$ cat src/rtl/pu_buffer_fifo_pkg.sv
// Shared sizing helpers for the PU buffer FIFO and the SPI master/slave PUs that
// reuse the same depth arithmetic.
//   addr_width(n) : bits needed to address n words (n >= 2)
//   cnt_width(n)  : bits needed to hold an occupancy of 0..n
package pu_buffer_fifo_pkg;

  function automatic int addr_width(input int n);
    return $clog2(n);
  endfunction

  function automatic int cnt_width(input int n);
    return $clog2(n + 1);
  endfunction

endpackage

$ cat src/rtl/pu_buffer_fifo_ptr.sv
// Wrapping circular-buffer pointer. Counts 0..BUF_SIZE-1 and wraps explicitly,
// so non-power-of-two depths never alias.
//   clk  : system clock
//   rst  : synchronous active-high reset, pointer -> 0
//   clr  : synchronous flush, pointer -> 0
//   inc  : advance by one this cycle
//   ptr  : current pointer value
module pu_buffer_ptr #(
  parameter int ADDR_WIDTH = 3,
  parameter int BUF_SIZE   = 8
) (
  input  logic                  clk,
  input  logic                  rst,
  input  logic                  clr,
  input  logic                  inc,
  output logic [ADDR_WIDTH-1:0] ptr
);

  localparam logic [ADDR_WIDTH-1:0] LAST = ADDR_WIDTH'(BUF_SIZE - 1);

  logic [ADDR_WIDTH-1:0] ptr_d, ptr_q;

  always_comb begin
    ptr_d = ptr_q;
    if (clr) begin
      ptr_d = '0;
    end else if (inc) begin
      ptr_d = (ptr_q == LAST) ? '0 : ptr_q + ADDR_WIDTH'(1);
    end
  end

  always_ff @(posedge clk) begin
    if (rst) begin
      ptr_q <= '0;
    end else begin
      ptr_q <= ptr_d;
    end
  end

  assign ptr = ptr_q;

endmodule

$ cat src/rtl/pu_buffer_fifo.sv
// Circular FIFO between SPI shift logic and the PU transfer side. Strobes are
// levels; a word is committed on the falling edge of its strobe.
//   clk        : system clock
//   rst        : synchronous active-high reset
//   clr        : synchronous flush (memory and data_out keep their values)
//   wr/data_in : write strobe and data; data staged every cycle wr=1
//   oe         : read strobe; data_out reloaded every cycle oe=1 and not empty
//   data_out   : registered read data
//   full/empty : registered occupancy flags
//   count      : occupancy 0..BUF_SIZE
//   overflow   : sticky, a push was rejected
//   underflow  : sticky, a pop was rejected
module pu_buffer_fifo
  import pu_buffer_fifo_pkg::*;
#(
  parameter  int DATA_WIDTH = 8,
  parameter  int BUF_SIZE   = 8,
  localparam int ADDR_WIDTH = addr_width(BUF_SIZE),
  localparam int CNT_WIDTH  = cnt_width(BUF_SIZE)
) (
  input  logic                  clk,
  input  logic                  rst,
  input  logic                  clr,
  input  logic                  wr,
  input  logic [DATA_WIDTH-1:0] data_in,
  input  logic                  oe,
  output logic [DATA_WIDTH-1:0] data_out,
  output logic                  full,
  output logic                  empty,
  output logic [CNT_WIDTH-1:0]  count,
  output logic                  overflow,
  output logic                  underflow
);

  localparam logic [CNT_WIDTH-1:0] CNT_MAX = CNT_WIDTH'(BUF_SIZE);

  logic [DATA_WIDTH-1:0] mem [BUF_SIZE];

  logic [DATA_WIDTH-1:0] stage_d, stage_q;
  logic [DATA_WIDTH-1:0] dout_d, dout_q;
  logic                  wr_dly_d, wr_dly_q, oe_dly_d, oe_dly_q;
  logic                  wr_blk_d, wr_blk_q, oe_blk_d, oe_blk_q;
  logic [CNT_WIDTH-1:0]  count_d, count_q;
  logic                  full_d, full_q, empty_d, empty_q;
  logic                  ovf_d, ovf_q, udf_d, udf_q;

  logic [ADDR_WIDTH-1:0] wr_ptr, rd_ptr;
  logic                  push, pop, push_ok, pop_ok;

  always_comb begin
    // rst and clr both discard whatever strobe edge is pending this cycle.
    push    = wr_dly_q & ~wr & ~clr & ~rst;
    pop     = oe_dly_q & ~oe & ~clr & ~rst;
    // A same-cycle push cannot rescue a pop on empty, but a pop frees room for a push.
    pop_ok  = pop & ~empty_q;
    push_ok = push & (~full_q | pop_ok);

    stage_d  = wr ? data_in : stage_q;
    dout_d   = (oe & ~empty_q) ? mem[rd_ptr] : dout_q;

    // A strobe that is high while clr is asserted stays blocked until it drops,
    // so holding it across the flush never produces an edge-reg set / commit.
    wr_blk_d = wr_blk_q & wr;
    oe_blk_d = oe_blk_q & oe;
    wr_dly_d = wr & ~wr_blk_q;
    oe_dly_d = oe & ~oe_blk_q;

    count_d = count_q;
    case ({push_ok, pop_ok})
      2'b10:   count_d = count_q + CNT_WIDTH'(1);
      2'b01:   count_d = count_q - CNT_WIDTH'(1);
      default: count_d = count_q;
    endcase

    ovf_d = ovf_q | (push & ~push_ok);
    udf_d = udf_q | (pop & ~pop_ok);

    if (clr) begin
      stage_d  = '0;
      dout_d   = dout_q;
      wr_blk_d = wr;
      oe_blk_d = oe;
      wr_dly_d = 1'b0;
      oe_dly_d = 1'b0;
      count_d  = '0;
      ovf_d    = 1'b0;
      udf_d    = 1'b0;
    end

    full_d  = (count_d == CNT_MAX);
    empty_d = (count_d == '0);
  end

  always_ff @(posedge clk) begin
    if (rst) begin
      stage_q  <= '0;
      dout_q   <= '0;
      wr_dly_q <= 1'b0;
      oe_dly_q <= 1'b0;
      wr_blk_q <= wr;
      oe_blk_q <= oe;
      count_q  <= '0;
      full_q   <= 1'b0;
      empty_q  <= 1'b1;
      ovf_q    <= 1'b0;
      udf_q    <= 1'b0;
    end else begin
      stage_q  <= stage_d;
      dout_q   <= dout_d;
      wr_dly_q <= wr_dly_d;
      oe_dly_q <= oe_dly_d;
      wr_blk_q <= wr_blk_d;
      oe_blk_q <= oe_blk_d;
      count_q  <= count_d;
      full_q   <= full_d;
      empty_q  <= empty_d;
      ovf_q    <= ovf_d;
      udf_q    <= udf_d;
    end
  end

  // Storage array: no reset, written only by an accepted push.
  always_ff @(posedge clk) begin
    if (push_ok) begin
      mem[wr_ptr] <= stage_q;
    end
  end

  pu_buffer_ptr #(.ADDR_WIDTH(ADDR_WIDTH), .BUF_SIZE(BUF_SIZE)) u_wr_ptr (
    .clk (clk),
    .rst (rst),
    .clr (clr),
    .inc (push_ok),
    .ptr (wr_ptr)
  );

  pu_buffer_ptr #(.ADDR_WIDTH(ADDR_WIDTH), .BUF_SIZE(BUF_SIZE)) u_rd_ptr (
    .clk (clk),
    .rst (rst),
    .clr (clr),
    .inc (pop_ok),
    .ptr (rd_ptr)
  );

  assign data_out  = dout_q;
  assign full      = full_q;
  assign empty     = empty_q;
  assign count     = count_q;
  assign overflow  = ovf_q;
  assign underflow = udf_q;

endmodule

$ cat config.mk
export PLATFORM = sky130hd
export DESIGN_NAME = pu_buffer_fifo
export DESIGN_NICKNAME = d
export VERILOG_FILES = /design/src/rtl/pu_buffer_fifo_pkg.sv /design/src/rtl/pu_buffer_fifo_ptr.sv /design/src/rtl/pu_buffer_fifo.sv
export SDC_FILE = /design/constraint.sdc
export NUM_CORES = 1
export LEC_CHECK = 0
export CORE_ASPECT_RATIO = 0.75
export CORE_MARGIN = 2
export CORE_UTILIZATION = 54
export CTS_BUF_LIST = sky130_fd_sc_hd__clkbuf_2 sky130_fd_sc_hd__clkbuf_4 sky130_fd_sc_hd__clkbuf_8
export CTS_CLUSTER_SIZE = 10
export DETAILED_ROUTE_END_ITERATION = 10
export PLACE_DENSITY = 0.77
export SKIP_LAST_GASP = 1
export SLEW_MARGIN = 20
export SYNTH_ARGS = -nofsm -noshare
export SYNTH_HDL_FRONTEND = slang
export SYNTH_HIERARCHICAL = 1
export SYNTH_SLANG_ARGS = --single-unit
$ cat constraint.sdc
create_clock -name clk -period 3.2 [get_ports clk]
set_clock_uncertainty 0.15 [all_clocks]
set_input_delay 0.8 -clock clk [delete_from_list [all_inputs] [get_ports clk]]
set_output_delay 0.8 -clock clk [all_outputs]
set_load 0.005 [all_outputs]
==> results by group <==
Run status
  – Status: complete, no violations

Clock tree
  – Max Buffers Root-to-Sink: 2
  – Clock Latency Late Sink: 0.36 ns
  – Root buffer cell: clkbuf_8
  – Clock transition at the registers of the reported paths: 0.09 ns
  – Num CTS Buffers: 9
  – Hold buffer count at CTS: 0
  – CTS Sinks: slightly below 100
  – CTS tree: done
  – H-tree Lvls: 3

Drt
  – Wire per inst: roughly 18 um
  – Initial DRC count: between 100 and 150
  – Vias: 2158
  – Total Wirelength: 7.064 mm
  – Antenna Nets Post-Route: 0
  – Via-per-instance ratio: 5.355
  – DRT Pass-1 Iters: 4
  – Number of remaining DRC errors: 0

Timing
  – Final setup TNS: 0 ns
  – FMAX: 0.3344 GHz
  – Fin crit period: 2.991 ns
  – Rel. slew slack: 0.4404
  – Unrepaired setup endpoints after global routing: false
  – Worst Tran Pin Value: 0.8383 ns
  – Post-route clock period utilization: 0.9346
  – Final setup fails: 0
  – Endpoints failing hold: 0
  – Max-slew violations: 0

Place
  – Port Buf Inserts: 28
  – Dpl hpwl: approximately 4.6 mm
  – GP Congestion: 0.7372
  – Placed instance count: between 300 and 400
  – Placed inst area: 4408 um2

Synthesis
  – Main flop type after synthesis: edfxtp_1
  – Post-synth ARST share: 0
  – Post-synthesis simple-gate area fraction: 0.08747
  – Sequential-to-total area share from yosys stat: 0.6665
  – Number of synthesized flops with an enable pin: 64
  – Synth Register Bits: about 100
  – Netlist cell types: 37
  – Avg Cell Area, Syn: 15.68 um2
  – Post-Synth Adder-Cell Area: 0.02243
  – Main combinational cell family by area after synthesis: multiplexers
  – Mux contribution to synthesized area: 0.1493
  – XOR/XNOR share of the synthesized area: 0.01121
  – Post-Synthesis Cells: 249
  – Post-Syn Nets: 269
  – Synth Area in Compound Gates: 0.04037
  – Mapped Area: 3905 um2
  – Yosys warning count: 6

Setup path
  – Worst r2r path cells: 10
  – Worst Path Class, Setup: input pin to flip-flop
  – Crit end category: flip-flop
  – Startpoint Class: input pin
  – Launch point of the critical path: oe
  – Most frequent CP cell: xor2_1
  – Reg2Reg Launch Point: empty
  – Required @ worst endpoint: 3.34 ns
  – Critical path cell sequence: clkdlybuf4s50_1 > nand2b_1 > o31ai_4 > nand3_2 > ha_4 > xor2_1 > ha_2 > a21oi_2 > mux2i_1 > xor2_1 > o21ai_1 > nor3_1
  – CP max FO: 2
  – Critical Path Max Stage Delay: 0.42 ns
  – CP max-delay cell: clkdlybuf4s50_1
  – Worst Path Arrival: 3.13 ns

GRT
  – Largest net degree at the start of global routing: 22
  – Tot GR Track Use: 0.1942
  – Vias in the first global route: 2144
  – First-pass GRT wire length: roughly 11 mm
  – GRT Residual Overflow: 0
  – Initial antenna violation count: 0

Finish
  – Share of layout cells above drive strength 1: 0.2000
  – Final Net Count: 320
  – Fin area: 4705 um2
  – Final core utilization: 0.6821
  – Area growth syn-to-layout: 20.47%
  – Commonest non-fill, non-tap cell in the layout: edfxtp_1
  – Diodes inserted: 0
  – Most frequent cells in the layout: 64 x edfxtp_1, 34 x dfxtp_1, 26 x clkdlybuf4s50_1, 25 x nor2_1, 23 x buf_4
  – Final Non-Filler Cells: 403

Min path
  – Hold path start: oe_blk_q
  – Hold Crit Depth: 1
  – HP Class: flip-flop to flip-flop

Pwr
  – Power density over cell area: just over 500 nW/um2
  – Leakage dissipation: around 1.7 nW
  – Max IR drop VDD: ~0.00036 V

Floorplan
  – Starting Density: 0.5662
  – Core footprint: 6897 um2
  – Cell Rows: 26
  – Die area: 7935 um2
  – Die X: just over 100 um
  – Die H: 77.65 um
  – IO Count: 29

Run
  – MaxCap Viol Count: 0
-- logic make-up after synthesis --
| kind of cell | count (synthesis) |
|---|---|
| flops | 98 |
| simple gates | 67 |
| mux | 36 |
| compound gates | 22 |
| buf+inv | 14 |
| fa+ha+maj | 7 |
| xor+xnor | 5 |
-- final cells by class --
type | count | area, um2
repair buffers | 51 | 457.9
clock inverters | 7 | 140.1
multi-input cells | 137 | 1246
flip-flops and latches | 98 | 2603
well taps | 98 | 122.6
fillers | 500 | 2192
clock buffers | 9 | 123.9
inverters | 3 | 11.26
-- final timing paths --
check                  end  slack (ns)
setup / recovery      full        0.21
hold / removal    oe_dly_q        0.28
setup reg to reg      full        0.77
hold reg to reg   oe_dly_q        0.28
-- synth_stat cells (all sizes together) (2+ instances only) --
cell type / number / area, um2
a211oi: 4 / 40.03
a21oi: 3 / 18.77
buf: 7 / 62.56
clkbuf: 4 / 15.01
dfxtp: 34 / 680.7
edfxtp: 64 / 1922
ha: 7 / 87.58
inv: 3 / 11.26
mux2i: 20 / 200.2
mux4: 16 / 382.9
nand2: 11 / 41.29
nand2b: 8 / 50.05
nand3: 2 / 15.01
nand3b: 2 / 15.01
nor2: 25 / 93.84
nor2b: 3 / 18.77
nor3: 9 / 55.05
nor3b: 3 / 22.52
o21ai: 11 / 55.05
or3b: 2 / 17.52
xor2: 4 / 35.03
-- per-stage QoR --
| step | setup WS (ns) | hold slack [ns] | power, mW |
|---|---|---|---|
| after floorplan | 0.09240 | 0.2482 | 1.399 |
| after global placement | -0.2317 | 0.2534 | 1.430 |
| after detailed placement | -0.2894 | 0.2734 | 1.433 |
| after CTS | 0.07424 | 0.2847 | 2.430 |
| after global routing | 0.07010 | 0.3019 | 2.479 |
| final | 0.2094 | 0.2840 | 2.415 |
-- worst max-delay path: cells and delay by family --
kind,cells,cell delay [ns]
AOI/OAI and AO/OA,3,0.43
muxes,1,0.23
adders and majority gates,2,0.37
buffers and inverters,1,0.42
xor gates and xnor gates,2,0.36
and+or+nand+nor,3,0.50
-- where the power goes --
group          leakage (nW)  internal [mW]  total (mW)  switching (mW)
sequential            0.914           1.34        1.35         0.00900
combinational         0.669         0.0271      0.0510          0.0239
clock                 0.127          0.598        1.01           0.413
total                  1.71           1.97        2.41           0.446
-- state kept, by name, indices dropped and copies added, names as in the netlist --
signal        count
mem              64
data_out          8
stage_q           8
count             4
u_rd_ptr/ptr      3
u_wr_ptr/ptr      3
empty             1
full              1
oe_blk_q          1
oe_dly_q          1
overflow          1
underflow         1
wr_blk_q          1
wr_dly_q          1
-- per-layer routing --
metal | vias up | track usage | routed length [um]
met5 | - | 0 | 0
met4 | 0 | 0.05600 | 74
met3 | 7 | 0.05676 | 436
met2 | 45 | 0.3224 | 3562
met1 | 1067 | 0.2494 | 2991
li1 | 1039 | - | -
-- repair_timing --
item / CTS / global route
buffers inserted: 0 / 0
resized for setup: 0 / 10
endpoints found under the setup margin: 0 / 2
(Power assumes the default switching activity.)
